<file path="src/rtl/ahbl_sram_slave_pkg.sv">
// ---------------------------------------------------------------------------
// ahbl_sram_slave_pkg
// Shared AHB-Lite definitions: data-phase state encoding, HTRANS/HSIZE/HRESP
// constants, and the byte-lane mask function used by the bus multiplexer and
// the SRAM slave.
// Ports: none (package).
// ---------------------------------------------------------------------------
package ahbl_sram_slave_pkg;

    // Data-phase states of the SRAM slave.
    localparam logic [2:0] ST_IDLE   = 3'd0;
    localparam logic [2:0] ST_WDATA  = 3'd1;
    localparam logic [2:0] ST_RDATA  = 3'd2;
    localparam logic [2:0] ST_RSTALL = 3'd3;
    localparam logic [2:0] ST_ERR1   = 3'd4;
    localparam logic [2:0] ST_ERR2   = 3'd5;

    localparam logic [1:0] HTRANS_IDLE   = 2'b00;
    localparam logic [1:0] HTRANS_BUSY   = 2'b01;
    localparam logic [1:0] HTRANS_NONSEQ = 2'b10;
    localparam logic [1:0] HTRANS_SEQ    = 2'b11;

    localparam logic [2:0] HSIZE_BYTE  = 3'd0;
    localparam logic [2:0] HSIZE_HALF  = 3'd1;
    localparam logic [2:0] HSIZE_WORD  = 3'd2;
    localparam logic [2:0] HSIZE_DWORD = 3'd3;

    localparam logic HRESP_OKAY  = 1'b0;
    localparam logic HRESP_ERROR = 1'b1;

    typedef struct packed {
        logic       err;
        logic [7:0] mask;
    } bytemask_t;

    // Only NONSEQ and SEQ carry a real transfer.
    function automatic logic htrans_active(input logic [1:0] htrans);
        logic act;
        act = 1'b0;
        case (htrans)
            HTRANS_NONSEQ, HTRANS_SEQ: act = 1'b1;
            HTRANS_IDLE, HTRANS_BUSY:  act = 1'b0;
        endcase
        return act;
    endfunction

    // Lane mask for a 64-bit bus; err flags an oversize or misaligned access.
    function automatic bytemask_t byte_mask(input logic [2:0] size,
                                            input logic [2:0] addr);
        bytemask_t res;
        res.err  = 1'b0;
        res.mask = 8'h00;
        case (size)
            HSIZE_BYTE:  res.mask = 8'h01 << addr;
            HSIZE_HALF: begin
                res.mask = 8'h03 << {addr[2:1], 1'b0};
                res.err  = addr[0];
            end
            HSIZE_WORD: begin
                res.mask = 8'h0F << {addr[2], 2'b00};
                res.err  = |addr[1:0];
            end
            HSIZE_DWORD: begin
                res.mask = 8'hFF;
                res.err  = |addr;
            end
            default:     res.err  = 1'b1;
        endcase
        return res;
    endfunction

endpackage

</file>
<file path="src/rtl/ahbl_bytemask.sv">
// ---------------------------------------------------------------------------
// ahbl_bytemask
// Maps an AHB transfer size and low address bits to the 8-lane write mask and
// an alignment/size error flag.
// Ports:
//   i_size  [2:0]  HSIZE of the transfer
//   i_addr  [2:0]  HADDR[2:0] of the transfer
//   o_mask  [7:0]  active byte lanes
//   o_err          1 = oversize or misaligned transfer
// ---------------------------------------------------------------------------
module ahbl_bytemask
    import ahbl_sram_slave_pkg::*;
(
    input  logic [2:0] i_size,
    input  logic [2:0] i_addr,
    output logic [7:0] o_mask,
    output logic       o_err
);

    bytemask_t w_result;

    assign w_result = byte_mask(i_size, i_addr);
    assign o_mask   = w_result.mask;
    assign o_err    = w_result.err;

endmodule

</file>
<file path="src/rtl/ahbl_sram_slave.sv">
// ---------------------------------------------------------------------------
// ahbl_sram_slave
// Zero-wait AHB-Lite slave in front of a single-port synchronous SRAM.
// Writes complete in their data phase; reads are issued in their address
// phase, except when that phase overlaps a write data phase, in which case
// one stall cycle (RSTALL) is inserted. Bad size/alignment gives a two-cycle
// ERROR response without touching the SRAM.
// Ports:
//   HCLK, HRESETn             clock, asynchronous active-low reset
//   HSEL..HREADY              AHB-Lite slave inputs
//   HREADYOUT, HRESP, HRDATA  AHB-Lite slave outputs
//   sram_*                    SRAM port (read data valid one cycle after a
//                             read strobe)
// ---------------------------------------------------------------------------
module ahbl_sram_slave
    import ahbl_sram_slave_pkg::*;
#(
    parameter int SZ     = 64,
    parameter int MEM_AW = 12
) (
    input  logic              HCLK,
    input  logic              HRESETn,
    input  logic              HSEL,
    input  logic [1:0]        HTRANS,
    input  logic              HWRITE,
    input  logic [2:0]        HSIZE,
    input  logic [31:0]       HADDR,
    input  logic [SZ-1:0]     HWDATA,
    input  logic              HREADY,
    output logic              HREADYOUT,
    output logic              HRESP,
    output logic [SZ-1:0]     HRDATA,
    output logic              sram_cs,
    output logic              sram_we,
    output logic [7:0]        sram_wmask,
    output logic [MEM_AW-1:0] sram_addr,
    output logic [SZ-1:0]     sram_wdata,
    input  logic [SZ-1:0]     sram_rdata
);

    logic [2:0]        r_state;
    logic [MEM_AW-1:0] r_addr;
    logic [7:0]        r_mask;   // encodes the registered size as lanes

    logic [2:0]        w_next_state;
    logic              w_ready;
    logic              w_accept;
    logic              w_err;
    logic [7:0]        w_mask;
    logic [MEM_AW-1:0] w_word_addr;
    logic              w_unused_haddr;

    // Upper address bits alias onto the SRAM.
    assign w_word_addr    = HADDR[MEM_AW+2:3];
    assign w_unused_haddr = &{1'b0, HADDR[31:MEM_AW+3]};

    ahbl_bytemask u_bytemask (
        .i_size (HSIZE),
        .i_addr (HADDR[2:0]),
        .o_mask (w_mask),
        .o_err  (w_err)
    );

    assign w_ready   = (r_state != ST_RSTALL) && (r_state != ST_ERR1);
    assign HREADYOUT = w_ready;

    // Gated by HRESETn so an address phase seen during reset cannot strobe
    // the SRAM through the combinational read path.
    assign w_accept = HRESETn & HSEL & HREADY & w_ready & htrans_active(HTRANS);

    // Direction of the data phase is carried by the state itself.
    always_comb begin
        w_next_state = ST_IDLE;
        case (r_state)
            ST_RSTALL: w_next_state = ST_RDATA;
            ST_ERR1:   w_next_state = ST_ERR2;
            default: begin
                if (w_accept) begin
                    if (w_err)
                        w_next_state = ST_ERR1;
                    else if (HWRITE)
                        w_next_state = ST_WDATA;
                    else if (r_state == ST_WDATA)
                        w_next_state = ST_RSTALL;
                    else
                        w_next_state = ST_RDATA;
                end
            end
        endcase
    end

    always_ff @(posedge HCLK or negedge HRESETn) begin
        if (!HRESETn) begin
            r_state <= ST_IDLE;
            r_addr  <= '0;
            r_mask  <= '0;
        end else begin
            // NOTE: non-blocking assignments so every register samples the
            // pre-edge values regardless of statement order.
            r_state <= w_next_state;
            if (w_accept) begin
                r_addr <= w_word_addr;
                r_mask <= w_mask;
            end
        end
    end

    // The write data phase owns the SRAM port; a read that arrives during it
    // is deferred to RSTALL and re-issued from the registered address, which
    // also guarantees it sees the word just written.
    always_comb begin
        // NOTE: every output gets a default first so no latch is inferred.
        sram_cs    = 1'b0;
        sram_we    = 1'b0;
        sram_wmask = '0;
        sram_addr  = r_addr;
        sram_wdata = '0;
        if (r_state == ST_WDATA) begin
            sram_cs    = 1'b1;
            sram_we    = 1'b1;
            sram_wmask = r_mask;
            sram_wdata = HWDATA;
        end else if (r_state == ST_RSTALL) begin
            sram_cs    = 1'b1;
        end else if (w_accept && !w_err && !HWRITE) begin
            sram_cs    = 1'b1;
            sram_addr  = w_word_addr;
        end
    end

    assign HRDATA = (r_state == ST_RDATA) ? sram_rdata : '0;
    assign HRESP  = ((r_state == ST_ERR1) || (r_state == ST_ERR2)) ?
                    HRESP_ERROR : HRESP_OKAY;

endmodule

</file>
<file path="config.mk">
export PLATFORM = sky130hd
export DESIGN_NAME = ahbl_sram_slave
export DESIGN_NICKNAME = d
export VERILOG_FILES = /design/src/rtl/ahbl_sram_slave_pkg.sv /design/src/rtl/ahbl_bytemask.sv /design/src/rtl/ahbl_sram_slave.sv
export SDC_FILE = /design/constraint.sdc
export NUM_CORES = 1
export LEC_CHECK = 0
export ABC_AREA = 1
export BUFFER_PORTS_ARGS = -buffer_cell sky130_fd_sc_hd__buf_4
export CAP_MARGIN = 20
export CORE_AREA = 2 2 124 126
export CTS_CLUSTER_SIZE = 8
export DETAILED_ROUTE_END_ITERATION = 8
export DIE_AREA = 0 0 126 128
export HOLD_SLACK_MARGIN = 0.1
export SETUP_SLACK_MARGIN = 0.4
export SLEW_MARGIN = 20
export SYNTH_ARGS = -nofsm -noshare
export SYNTH_HDL_FRONTEND = slang
export SYNTH_SLANG_ARGS = --single-unit
export TNS_END_PERCENT = 1
</file>
<file path="constraint.sdc">
create_clock -name HCLK -period 3.6 [get_ports HCLK]
set_input_delay 0.18 -clock HCLK [delete_from_list [all_inputs] [get_ports HCLK]]
set_output_delay 0.18 -clock HCLK [all_outputs]
set_load 0.05 [all_outputs]
</file>
==> impl_metrics.ini <==
[detailed_routing]
routed_wl_microns = 13100
ant_nets = 0
initialDrtViolationCount = 124
vias = 3699
via_per_inst = 3.87
drt-pass1-iter-count = 5
drc_errors = 0
wl_per_cell_microns = 13.7

[global_route]
first_global_vias = 3312
grt_antenna_before_repair = 2
grtUsageMet1_pct = 19.8
grt_start_max_net_pins = 65
met2_usage_pct = 25.3
gr-total-overflow = 0
gr-usage-all-layers_pct = 14.7
grt-busiest-layer = met2
grt_pass1_wl_microns = 19000
met3_usage_pct = 2.25

[hold_path]
hp-start = HADDR[8]
hp-class = in -> reg

[clock_tree]
clock_latency_ns = 0.26
clockRootBuffer = clkbuf_16
cts_tree = done
clkTransAtPathRegs_ns = 0.06
clock-sinks = 23
htreeDepth = 1
post-cts-setup-buffers = 0
max-clock-path-buffers = 2
cts_resized = 0
cts_buffers = 3

[setup_path]
slowest_delay_ns = 0.53
worst_r2r_startpoint = r_state[1]$_DFF_PN0_
criticalPathCategory = in -> out
cpMaxStageDelayCell = dlygate4sd3_1
worstSetupStartpoint = HRESETn
crit_buf_inv = 3
crit_arrival_ns = 2.43
cp_data_required_time_ns = 3.42
worst_setup_path_end_kind = output port
critPathMaxFanout = 24
critPathTopFamily = simple AND/OR/NAND/NOR gates
path_cells = dlygate4sd3_1 -> buf_4 -> nand2_1 -> nor2_1 -> nand3_2 -> nor2_4 -> nand3_4 -> nand2_2 -> nand2_1 -> buf_4
cp-start-kind = input port

[power_and_ir_drop]
power_density_nw_per_um2 = 412
power_mw = 2.07
leakage_nw = 3.32
peakVddDrop_v = 0.000287

[floorplan]
die_y_microns = 128
die_w_microns = 126
die_area_sq_um = 16100
io_pins = 322
initial_core_util_pct = 16.9
rows = 45
core_sq_um = 14900

[sta]
setup_tns_ns = 0
hold_ws_ns = 0.125
max_freq_mhz = 383
rsz0062_at_grt = no
max_slew_margin_pct = 57.6
fin_worst_skew_ns = 0.00546
setup_viol = 0
min_period_ns = 2.61
final_hold_viol_count = 0
worst_pin_slew_ns = 0.635
slew_violations = 0
post-route-period-util_pct = 72.6
fin_ws_ns = 0.986

[place]
dpl-instance-area_sq_um = 4930
place_congestion = 0.824
detailed_place_hpwl_microns = 11000
port_buffers = 303
place_ws_ns = 1.44
placedCellCount = 949

[logic_synthesis]
synthesis.area_per_instance_sq_um = 5.27
yosysSeqAreaShare_pct = 22.9
ys_ff_latch = 23
yosys.area_share.simple_pct = 48.5
synth_top_family_by_area = simple AND/OR/NAND/NOR gates
syn_inst = 478
yosys_warnings = 0
netlist_area_sq_um = 2520
synthAdderAreaFrac_pct = 0
muxShareOfSynthArea_pct = 0
synth_nets = 648
synth_xor_area_share_pct = 0
synth_compound_area_share_pct = 2.04
synth_cell_types = 25

[layout]
seq_area_sq_um = 576
areaGrowthSynthToFinish_pct = 99.5
fin_nets = 937
layoutNonFillerInstCount = 956
multi_input_area_sq_um = 1270
final_util_pct = 33.8
finalInstanceArea_sq_um = 5020
drive_above_1_share_pct = 43.9
fill_cells = 1680

[outcome]
status = finished, final reports clean

[run]
cap_violations = 0
power by group:
group          internal (mW)  switching (mW)  leakage, nW
clock                  0.151          0.0915       0.0382
combinational          0.443            1.00         2.99
sequential             0.336          0.0463        0.297
flip-flops by register name, indices dropped and copies added (netlist names):
| name | flops |
|---|---|
| r_addr | 12 |
| r_mask | 8 |
| r_state | 3 |
synthesized netlist by cell type:
| cell type | count | area (sq um) |
|---|---|---|
| nand2_1 | 83 | 312 |
| o21ai_0 | 3 | 15.0 |
| clkinv_1 | 1 | 3.75 |
| buf_4 | 2 | 15.0 |
| nand4_1 | 18 | 113 |
| nand2_2 | 11 | 68.8 |
| nand3_2 | 2 | 20.0 |
| o21ai_1 | 2 | 10.0 |
| nand3b_1 | 1 | 7.51 |
| nor2_1 | 143 | 537 |
| buf_1 | 6 | 22.5 |
| nor2_4 | 2 | 22.5 |
| inv_2 | 5 | 18.8 |
| buf_6 | 2 | 22.5 |
| nor2_8 | 1 | 20.0 |
| nand2_4 | 1 | 11.3 |
| nor3_2 | 1 | 10.0 |
| nor2_2 | 1 | 6.26 |
| dfrtp_1 | 23 | 576 |
| nand3_1 | 15 | 75.1 |
| nand3_4 | 1 | 17.5 |
| o21bai_4 | 1 | 18.8 |
| o211ai_1 | 1 | 7.51 |
| buf_2 | 14 | 70.1 |
| inv_1 | 138 | 518 |
cells in the final DEF (no fill, tap or decap), drive strengths merged:
master	count
nand3	18
dlygate4sd3	1
buf	307
nand3b	1
nor3	1
o21ai	5
inv	143
diode	2
clkinv	1
o211ai	1
nor2	147
nand2	95
dfrtp	23
clkbuf	4
nand4	18
o21bai	1
cell type report:
type | instances | area share, %
timing repair buffer | 308 | 46.1
multi-input combinational | 287 | 25.3
sequential | 23 | 11.5
inverter | 144 | 10.8
tap | 188 | 4.68
clock buffer | 4 | 1.57
antenna | 2 | 0.0997
layer usage:
layer | vias up | routed length, microns
met5 | - | 0
met4 | 0 | 85
met3 | 6 | 824
met2 | 144 | 6510
met1 | 1633 | 5680
li1 | 1916 | -
what timing repair did:
action,CTS,global route
endpoints found under the setup margin,0,0
hold buffers,1,0
endpoints found under the hold margin,23,0
path summary, 6_finish.rpt:
check,slack (ns),endpoint,cells after the start
setup reg to reg,1.98,r_state[0]$_DFF_PN0_,7
min in group asynchronous,0.37,r_addr[10]$_DFFE_PN0P_,2
hold / removal,0.13,r_addr[5]$_DFFE_PN0P_,3
setup / recovery,0.99,sram_addr[8],10
hold reg to reg,0.48,r_mask[3]$_DFFE_PN0P_,2
max in group asynchronous,2.97,r_mask[7]$_DFFE_PN0P_,2
cells by family after synthesis:
group	after synthesis
compound gates	7
buf+inv	168
simple gates	280
flops	23
worst register-to-register path: stages (launching register included):
cell      delay (ns)
dfrtp_1         0.43
nor2_1          0.13
nand2_2         0.09
nand3_2         0.11
buf_4           0.27
inv_2           0.23
o211ai_1        0.16
nand2_1         0.06
Power figures use the tool's default switching activity.
